## src/rtl/opnd_fetch_seq.sv

```systemverilog
// -----------------------------------------------------------------------------
// opnd_fetch_seq
//
// Read-side operand sequencer for the latch register file. Fetches rs1 and rs2
// one per cycle through a single shared combinational read port, then presents
// both operands to execute over a valid/ready handshake.
//
// Optional feature (macro OPFETCH_FWD_EN):
//   When defined, the writeback bus is snooped. A read that coincides with a
//   writeback to the same register takes wb_result. Captured operands are kept
//   current by later writebacks until execute consumes them.
//   When undefined, operands are plain snapshots of rf_data and wb_* is ignored.
//
// Ports:
//   clk        in   clock, rising edge
//   a_reset_n  in   synchronous active-low reset
//   req_valid  in   decode request valid
//   req_ready  out  request accepted this cycle (low while in reset)
//   req_addr1  in   rs1 index
//   req_addr2  in   rs2 index
//   req_use1   in   instruction reads rs1
//   req_use2   in   instruction reads rs2
//   rf_addr    out  shared regfile read address (0 when not reading)
//   rf_data    in   regfile read data, combinational from rf_addr
//   wb_en      in   writeback valid
//   wb_rd      in   writeback destination
//   wb_result  in   writeback data
//   op_valid   out  operands valid for execute
//   op_ready   in   execute consumes operands
//   op_rs1     out  operand 1
//   op_rs2     out  operand 2
// -----------------------------------------------------------------------------
module opnd_fetch_seq #(
    parameter int W        = 32,
    parameter int R        = 5,
    parameter int NUM_REGS = 32
) (
    input  logic         clk,
    input  logic         a_reset_n,
    input  logic         req_valid,
    output logic         req_ready,
    input  logic [R-1:0] req_addr1,
    input  logic [R-1:0] req_addr2,
    input  logic         req_use1,
    input  logic         req_use2,
    output logic [R-1:0] rf_addr,
    input  logic [W-1:0] rf_data,
    input  logic         wb_en,
    input  logic [R-1:0] wb_rd,
    input  logic [W-1:0] wb_result,
    output logic         op_valid,
    input  logic         op_ready,
    output logic [W-1:0] op_rs1,
    output logic [W-1:0] op_rs2
);

    localparam logic [1:0] ST_IDLE = 2'd0;
    localparam logic [1:0] ST_RD1  = 2'd1;
    localparam logic [1:0] ST_RD2  = 2'd2;
    localparam logic [1:0] ST_DONE = 2'd3;

    // One bit wider than an address so NUM_REGS == 2**R still fits.
    localparam logic [R:0] NUM_REGS_L = NUM_REGS[R:0];

    logic [1:0] state_reg;
    logic [1:0] state_next;
    logic [1:0] accept_target;
    logic       accept;
    logic       addr_ok;
    logic       fwd_cap;
    logic [W-1:0] rd_value;

    // Per-operand views; index 0 is rs1, index 1 is rs2.
    logic [1:0][R-1:0] req_addr_pk;
    logic [1:0]        req_use_pk;
    logic [1:0][R-1:0] slot_addr;
    logic [1:0]        slot_use;
    logic [1:0][W-1:0] slot_op;

    assign req_addr_pk = {req_addr2, req_addr1};
    assign req_use_pk  = {req_use2, req_use1};

    assign req_ready = a_reset_n &&
                       ((state_reg == ST_IDLE) || ((state_reg == ST_DONE) && op_ready));
    assign accept    = req_valid && req_ready;
    assign op_valid  = (state_reg == ST_DONE);
    assign op_rs1    = slot_op[0];
    assign op_rs2    = slot_op[1];

    // First state after an accept skips operands the instruction does not read.
    assign accept_target = req_use1 ? ST_RD1 : (req_use2 ? ST_RD2 : ST_DONE);

    always_comb begin
        state_next = state_reg;
        case (state_reg)
            ST_IDLE: if (accept) state_next = accept_target;
            ST_RD1:  state_next = slot_use[1] ? ST_RD2 : ST_DONE;
            ST_RD2:  state_next = ST_DONE;
            ST_DONE: if (op_ready) state_next = accept ? accept_target : ST_IDLE;
            default: state_next = ST_IDLE;
        endcase
    end

    always_ff @(posedge clk) begin
        if (!a_reset_n) begin
            state_reg <= ST_IDLE;
        end else begin
            state_reg <= state_next;
        end
    end

    // Read address is parked at 0 outside the read states so the port does not toggle.
    always_comb begin
        rf_addr = '0;
        case (state_reg)
            ST_RD1:  rf_addr = slot_addr[0];
            ST_RD2:  rf_addr = slot_addr[1];
            default: rf_addr = '0;
        endcase
    end

    // x0 and any index beyond the architectural file read as zero.
    assign addr_ok = (rf_addr != '0) && ({1'b0, rf_addr} < NUM_REGS_L);

`ifdef OPFETCH_FWD_EN
    assign fwd_cap = wb_en && (wb_rd == rf_addr);
`else
    assign fwd_cap = 1'b0;
    logic unused_wb;
    assign unused_wb = ^{wb_en, wb_rd, wb_result};
`endif

    assign rd_value = !addr_ok ? '0 : (fwd_cap ? wb_result : rf_data);

    genvar gi;
    generate
        for (gi = 0; gi < 2; gi++) begin : g_slot
            localparam logic [1:0] CAP_ST = (gi == 0) ? ST_RD1 : ST_RD2;

            logic [R-1:0] addr_reg;
            logic         use_reg;
            logic [W-1:0] op_reg;
            logic         holding;
            logic         wb_hit;

            // Operand already captured and not yet handed to execute. rs1 is
            // already held while rs2 is being read.
            assign holding = ((state_reg == ST_DONE) && !op_ready) ||
                             ((gi == 0) && (state_reg == ST_RD2));

`ifdef OPFETCH_FWD_EN
            assign wb_hit = wb_en && use_reg && (addr_reg != '0) && (wb_rd == addr_reg);
`else
            assign wb_hit = 1'b0;
`endif

            always_ff @(posedge clk) begin
                if (!a_reset_n) begin
                    addr_reg <= '0;
                    use_reg  <= 1'b0;
                    op_reg   <= '0;
                end else if (accept) begin
                    // Clearing here is what makes a skipped operand read as 0.
                    addr_reg <= req_addr_pk[gi];
                    use_reg  <= req_use_pk[gi];
                    op_reg   <= '0;
                end else if (state_reg == CAP_ST) begin
                    op_reg <= rd_value;
                end else if (holding && wb_hit) begin
                    op_reg <= wb_result;
                end
            end

            assign slot_addr[gi] = addr_reg;
            assign slot_use[gi]  = use_reg;
            assign slot_op[gi]   = op_reg;
        end
    endgenerate

endmodule

```

## config.mk

```make
export PLATFORM = sky130hd
export DESIGN_NAME = opnd_fetch_seq
export DESIGN_NICKNAME = d
export VERILOG_FILES = /design/src/rtl/opnd_fetch_seq.sv
export SDC_FILE = /design/constraint.sdc
export NUM_CORES = 1
export LEC_CHECK = 0
export ABC_AREA = 1
export ABC_CLOCK_PERIOD_IN_PS = 4800
export CORE_MARGIN = 5
export CORE_UTILIZATION = 43
export DETAILED_ROUTE_END_ITERATION = 10
export HOLD_SLACK_MARGIN = 0.05
export PLACE_DENSITY = 0.85
export SYNTH_ARGS = -nofsm -noshare
export SYNTH_HDL_FRONTEND = slang
export SYNTH_SLANG_ARGS = --single-unit
```

## constraint.sdc

```tcl
create_clock -name clk -period 4.8 [get_ports clk]
set_clock_uncertainty 0.1 [all_clocks]
set_input_delay 0.96 -clock clk [delete_from_list [all_inputs] [get_ports clk]]
set_output_delay 0.96 -clock clk [all_outputs]
set_load 0.01 [all_outputs]
```

* Word level (Yosys, flattened, before mapping)
Cells that the tools add are included.
Word-level totals: register bits 77, input bits 86, output and inout port bits 71, logic and storage cells 29
Cells by class: equality and inequality tests 5, mux-type cells 9, bitwise gates (word level) 1, reductions and logical operators 8
Operators by type and width (number):
- $mux W32 | 1
- $pmux W5 S2 | 1
- $mux W2 | 4
- $pmux W2 S4 | 1
- $reduce_bool A5 Y1 | 1
- $eq A2 B2 Y1 const B | 2
- $logic_and A1 B1 Y1 | 3
- $eq A2 B1 Y1 const B | 1
- $logic_not A2 Y1 | 1
- $mux W1 | 2
- $ne A2 B1 Y1 const B | 1
- $ne A2 B2 Y1 const B | 1
- $reduce_and A2 Y1 | 1
- $reduce_or A2 Y1 | 1
- $logic_or A1 B1 Y1 | 1
- $not A1 Y1 | 1

* Logic depth before layout (Yosys ltp)
depth in word-level cells 8, gate-level depth with buffers 10, gate-level depth less buffers 10

* Worst setup path after synthesis
No wires, ideal clock.
path type input port to output port, from input port op_ready, to output port req_ready, arrival 1370 ps, required time 3740 ps, setup slack 2370 ps, stages 3, path buffers 1, cells stage by stage nand2_1 > a21oi_1 > buf_2
Between the ends: word-level cells in the longest chain between the ends 3
Ends and longest elaborated chain:
- start, declared | line 52 | input logic op_ready,
- $logic_and A1 B1 Y1 | line 84 | ((state_reg == ST_IDLE) || ((state_reg == ST_DONE) && op_ready));
- $logic_or A1 B1 Y1 | line 84
- $logic_and A1 B1 Y1 | line 83 | assign req_ready = a_reset_n &&
- end, declared | line 41 | output logic req_ready,
Every way passes these cells.

* Final worst setup path
from input port a_reset_n, to output port req_ready
Between the ends: word-level cells in the longest chain between the ends 1
Ends and longest elaborated chain:
- start, declared | line 39 | input logic a_reset_n,
- $logic_and A1 B1 Y1 | line 83
Every way passes these cells.

==> parameters.txt <==
Parameter                              Value

Worst setup path
  Most frequent CP cell    sky130_fd_sc_hd__clkdlybuf4s50_1
  Worst path slowest cell    sky130_fd_sc_hd__clkdlybuf4s50_1
  Worst path cell trace    clkdlybuf4s50_1 > inv_1 > a21oi_1 > buf_4 > clkdlybuf4s50_1
  Reg-to-Reg Start    state_reg[1]
  Crit. path cell count    5
  Slack of the worst reg-to-reg path    2.22 ns
  End point of the critical path    req_ready
  Setup Crit Path Kind    input port to primary output
  Critical Path Source    a_reset_n
  Startpoint kind of the worst setup timing path    input port
  Reg2Reg Capture Point    op_rs2[2]
  Number of buffer and inverter stages on the critical path    4
  Family with the most delay on the worst path    buffers and inverters
  Required @ worst endpoint    3.74 ns
  Slowest stage delay, CP    0.56 ns
  Arrival time of the worst setup path    2.50 ns
  Worst setup EP type    primary output
  Max Fanout on Critical Path    11
  Worst-case reg-to-reg path depth    8

Power
  Internal cell power    1.59 mW
  Leakage power summed over all cells    1.96 nW
  Power density over the cells    516 nW/um^2
  Clock group share of total power    24.9%
  Total power    2.38 mW
  Fraction of power consumed by sequential logic    37.3%
  Comb pwr share    37.8%
  Sw frac    33.2%
  Power dissipated by switching net loads    0.789 mW
  Worst IR drop on VDD    0.000245 V

Global route
  Total gr overflow    0
  Number of global-route vias before repair    2821
  Largest net degree at the start of global routing    75
  Global-route wire length before repair    13.6 mm
  Global Route Usage Sum    18.9%
  Antenna violations before repair    0

Drt
  Via Count    2956
  DR pass1 iterations    4
  Remaining DRCs    0
  Sum of routed wire length over all layers    8.52 mm
  Vias per std cell    5.09
  Average wire per cell in the routed design    14.7 um
  Number of nets still failing antenna checks after routing    0
  Iteration-0 DRC Markers    159

Clocking
  CTS-repair resized insts    0
  TritonCTS clock tree    yes
  Hold-fix buffers at CTS    0
  Worst-Skew Late Latency    0.34 ns
  Clock tree buffer depth    2
  Number of setup buffers added after CTS    0
  Clk pin slew, worst setup/hold paths    0.08 ns
  CTS root buf    sky130_fd_sc_hd__clkbuf_8
  TritonCTS Sinks    77
  Total CTS buffers    9
  CTS H-tree lvls    3

Final layout
  Final #Nets    569
  Fin area    4610 um^2
  Proportion of layout cells with a drive suffix above 1    8.09%
  Number of fill cells in the layout    629
  Area growth from synthesis to layout    45.2%
  End-of-flow core utilization    63.9%
  Diode insertion count for antenna repair    0
  Final std cells w/o fill    581

Yosys
  Synth top area cells    sky130_fd_sc_hd__dfxtp_1 (49%), sky130_fd_sc_hd__a21oi_1 (10%), sky130_fd_sc_hd__o21ai_0 (10%)
  Mapped Avg Cell Area    8.44 um^2
  Share of synthesized area occupied by flip-flops and latches    48.6%
  Simple-gate share of the synthesized area    5.40%
  Commonest cells in the synthesized netlist    sky130_fd_sc_hd__dfxtp_1 (77), sky130_fd_sc_hd__a21oi_1 (66), sky130_fd_sc_hd__o21ai_0 (64)
  Portion of netlist area occupied by mux cells    0%
  Area share of the leading cell type in the synthesized netlist    48.6%
  Post-synth EDFFs    0
  Post-synthesis compound-gate area fraction    33.6%
  Number of synthesized register bits    77
  Largest family of logic cells by synthesized area    compound AO/OA/AOI/OAI gates
  Post-synthesis xor/xnor area fraction    0%
  Yosys warning count    0
  Summed instance area of the synthesized netlist    3170 um^2
  Post-synthesis cell count    376
  Share of synthesized cell area in full adder, half adder and majority cells    1.97%
  Asr flop ratio synth    0%
  Dominant synthesized flop cell    sky130_fd_sc_hd__dfxtp_1
  Distinct cell type count after synthesis    22
  Top cell type by total area after synthesis    sky130_fd_sc_hd__dfxtp_1
  Syn nets    467
  Most numerous cell in the Yosys netlist    sky130_fd_sc_hd__dfxtp_1

Floorplan
  Die span in x    95.9 um
  Number of core rows    31
  Starting density of the core    44.0%
  Core outline area    7210 um^2
  Vertical extent of the die    95.9 um
  Die Outline Area    9200 um^2
  Number of top-level pins    157

Timing
  Actual transition at the worst max-transition pin    0.830 ns
  Setup TNS    0 ns
  Worst Hold Margin    0.357 ns
  Unrepaired setup endpoints after global routing    false
  Crit share post-route    74.1%
  Fmax    281 MHz
  Final min period    3.56 ns
  Setup slack of the critical path after layout    1.24 ns
  Headroom to the max-slew limit    44.6%
  Final-report max-slew violation count    0
  Final Hold Vio Count    0
  Count of final setup violators    0

Job
  Max Cap Violations    0

Run status
  Status    complete, no violations

Placed design
  Placement Cell Area    4360 um^2
  Post-placement setup slack    1.27 ns
  # placed instances    566
  Number of buffers inserted by port buffering    118
  Gpl congestion    0.812
  Half-perimeter wire length after placement    5.83 mm

Hold path
  Hold path cells    2
  Hold WC Path Type    register to register
[cell families after synthesis]
kind of cell	Yosys count
and+or+nand+nor	39
AOI/OAI and AO/OA	178
adders and majority gates	5
DFF	77
buffers and inverters	77
[power by group through the flow]
stage	sequential, mW	clock (mW)	combinational (mW)
after floorplan	0.953	0	0.418
after global placement	0.891	0	0.883
after detailed placement	0.898	0	0.906
after CTS	0.886	0.607	0.911
after global routing	0.905	0.635	0.989
final	0.886	0.593	0.899
[tightest hold or removal path, stage by stage (launching register included)]
cell and delay, ns:
sky130_fd_sc_hd__dfxtp_1 0.30, sky130_fd_sc_hd__inv_1 0.06, sky130_fd_sc_hd__a21oi_1 0.05
[final cells by class]
type | instances | area, um^2 | area share, %
Inverter | 46 | 173 | 3.75
Multi-Input combinational cell | 222 | 1310 | 28.5
Clock inverter | 4 | 95.1 | 2.06
Tap cell | 99 | 124 | 2.69
Clock buffer | 11 | 151 | 3.29
Timing Repair Buffer | 122 | 1210 | 26.3
Sequential cell | 77 | 1540 | 33.5
[metal layers]
metal	up-vias	wire, um	GRT usage (%)
met5	-	0	0
met1	1371	3520	23.6
met2	102	4220	30.6
met4	0	131	6.52
met3	15	646	5.94
li1	1468	-	-
[cell usage in the layout (no fill, tap or decap)]
cell / instances
sky130_fd_sc_hd__a21oi_1: 66
sky130_fd_sc_hd__a21oi_2: 2
sky130_fd_sc_hd__a21oi_4: 1
sky130_fd_sc_hd__a32o_1: 10
sky130_fd_sc_hd__buf_4: 4
sky130_fd_sc_hd__bufinv_16: 3
sky130_fd_sc_hd__clkbuf_8: 11
sky130_fd_sc_hd__clkdlybuf4s50_1: 118
sky130_fd_sc_hd__clkinv_2: 1
sky130_fd_sc_hd__dfxtp_1: 77
sky130_fd_sc_hd__ha_1: 3
sky130_fd_sc_hd__ha_2: 2
sky130_fd_sc_hd__inv_1: 46
sky130_fd_sc_hd__nand2_1: 28
sky130_fd_sc_hd__nand2_2: 3
sky130_fd_sc_hd__nand2_4: 1
sky130_fd_sc_hd__nand3_1: 1
sky130_fd_sc_hd__nand3_2: 1
sky130_fd_sc_hd__nor2_1: 4
sky130_fd_sc_hd__o21ai_0: 64
sky130_fd_sc_hd__o21ai_1: 3
sky130_fd_sc_hd__o21bai_1: 23
sky130_fd_sc_hd__o21bai_2: 9
sky130_fd_sc_hd__or2_2: 1
[how the worst min path moves through the flow]
stage	start	end	slack, ns
floorplan	g_slot[1].use_reg	g_slot[1].use_reg	0.33
detailed placement	g_slot[1].use_reg	g_slot[1].use_reg	0.35
finish	g_slot[1].use_reg	g_slot[1].use_reg	0.36
CTS	g_slot[1].use_reg	g_slot[1].use_reg	0.36
global placement	g_slot[1].use_reg	g_slot[1].use_reg	0.35
global route	g_slot[1].use_reg	g_slot[1].use_reg	0.38
(Power assumes the default switching activity.)
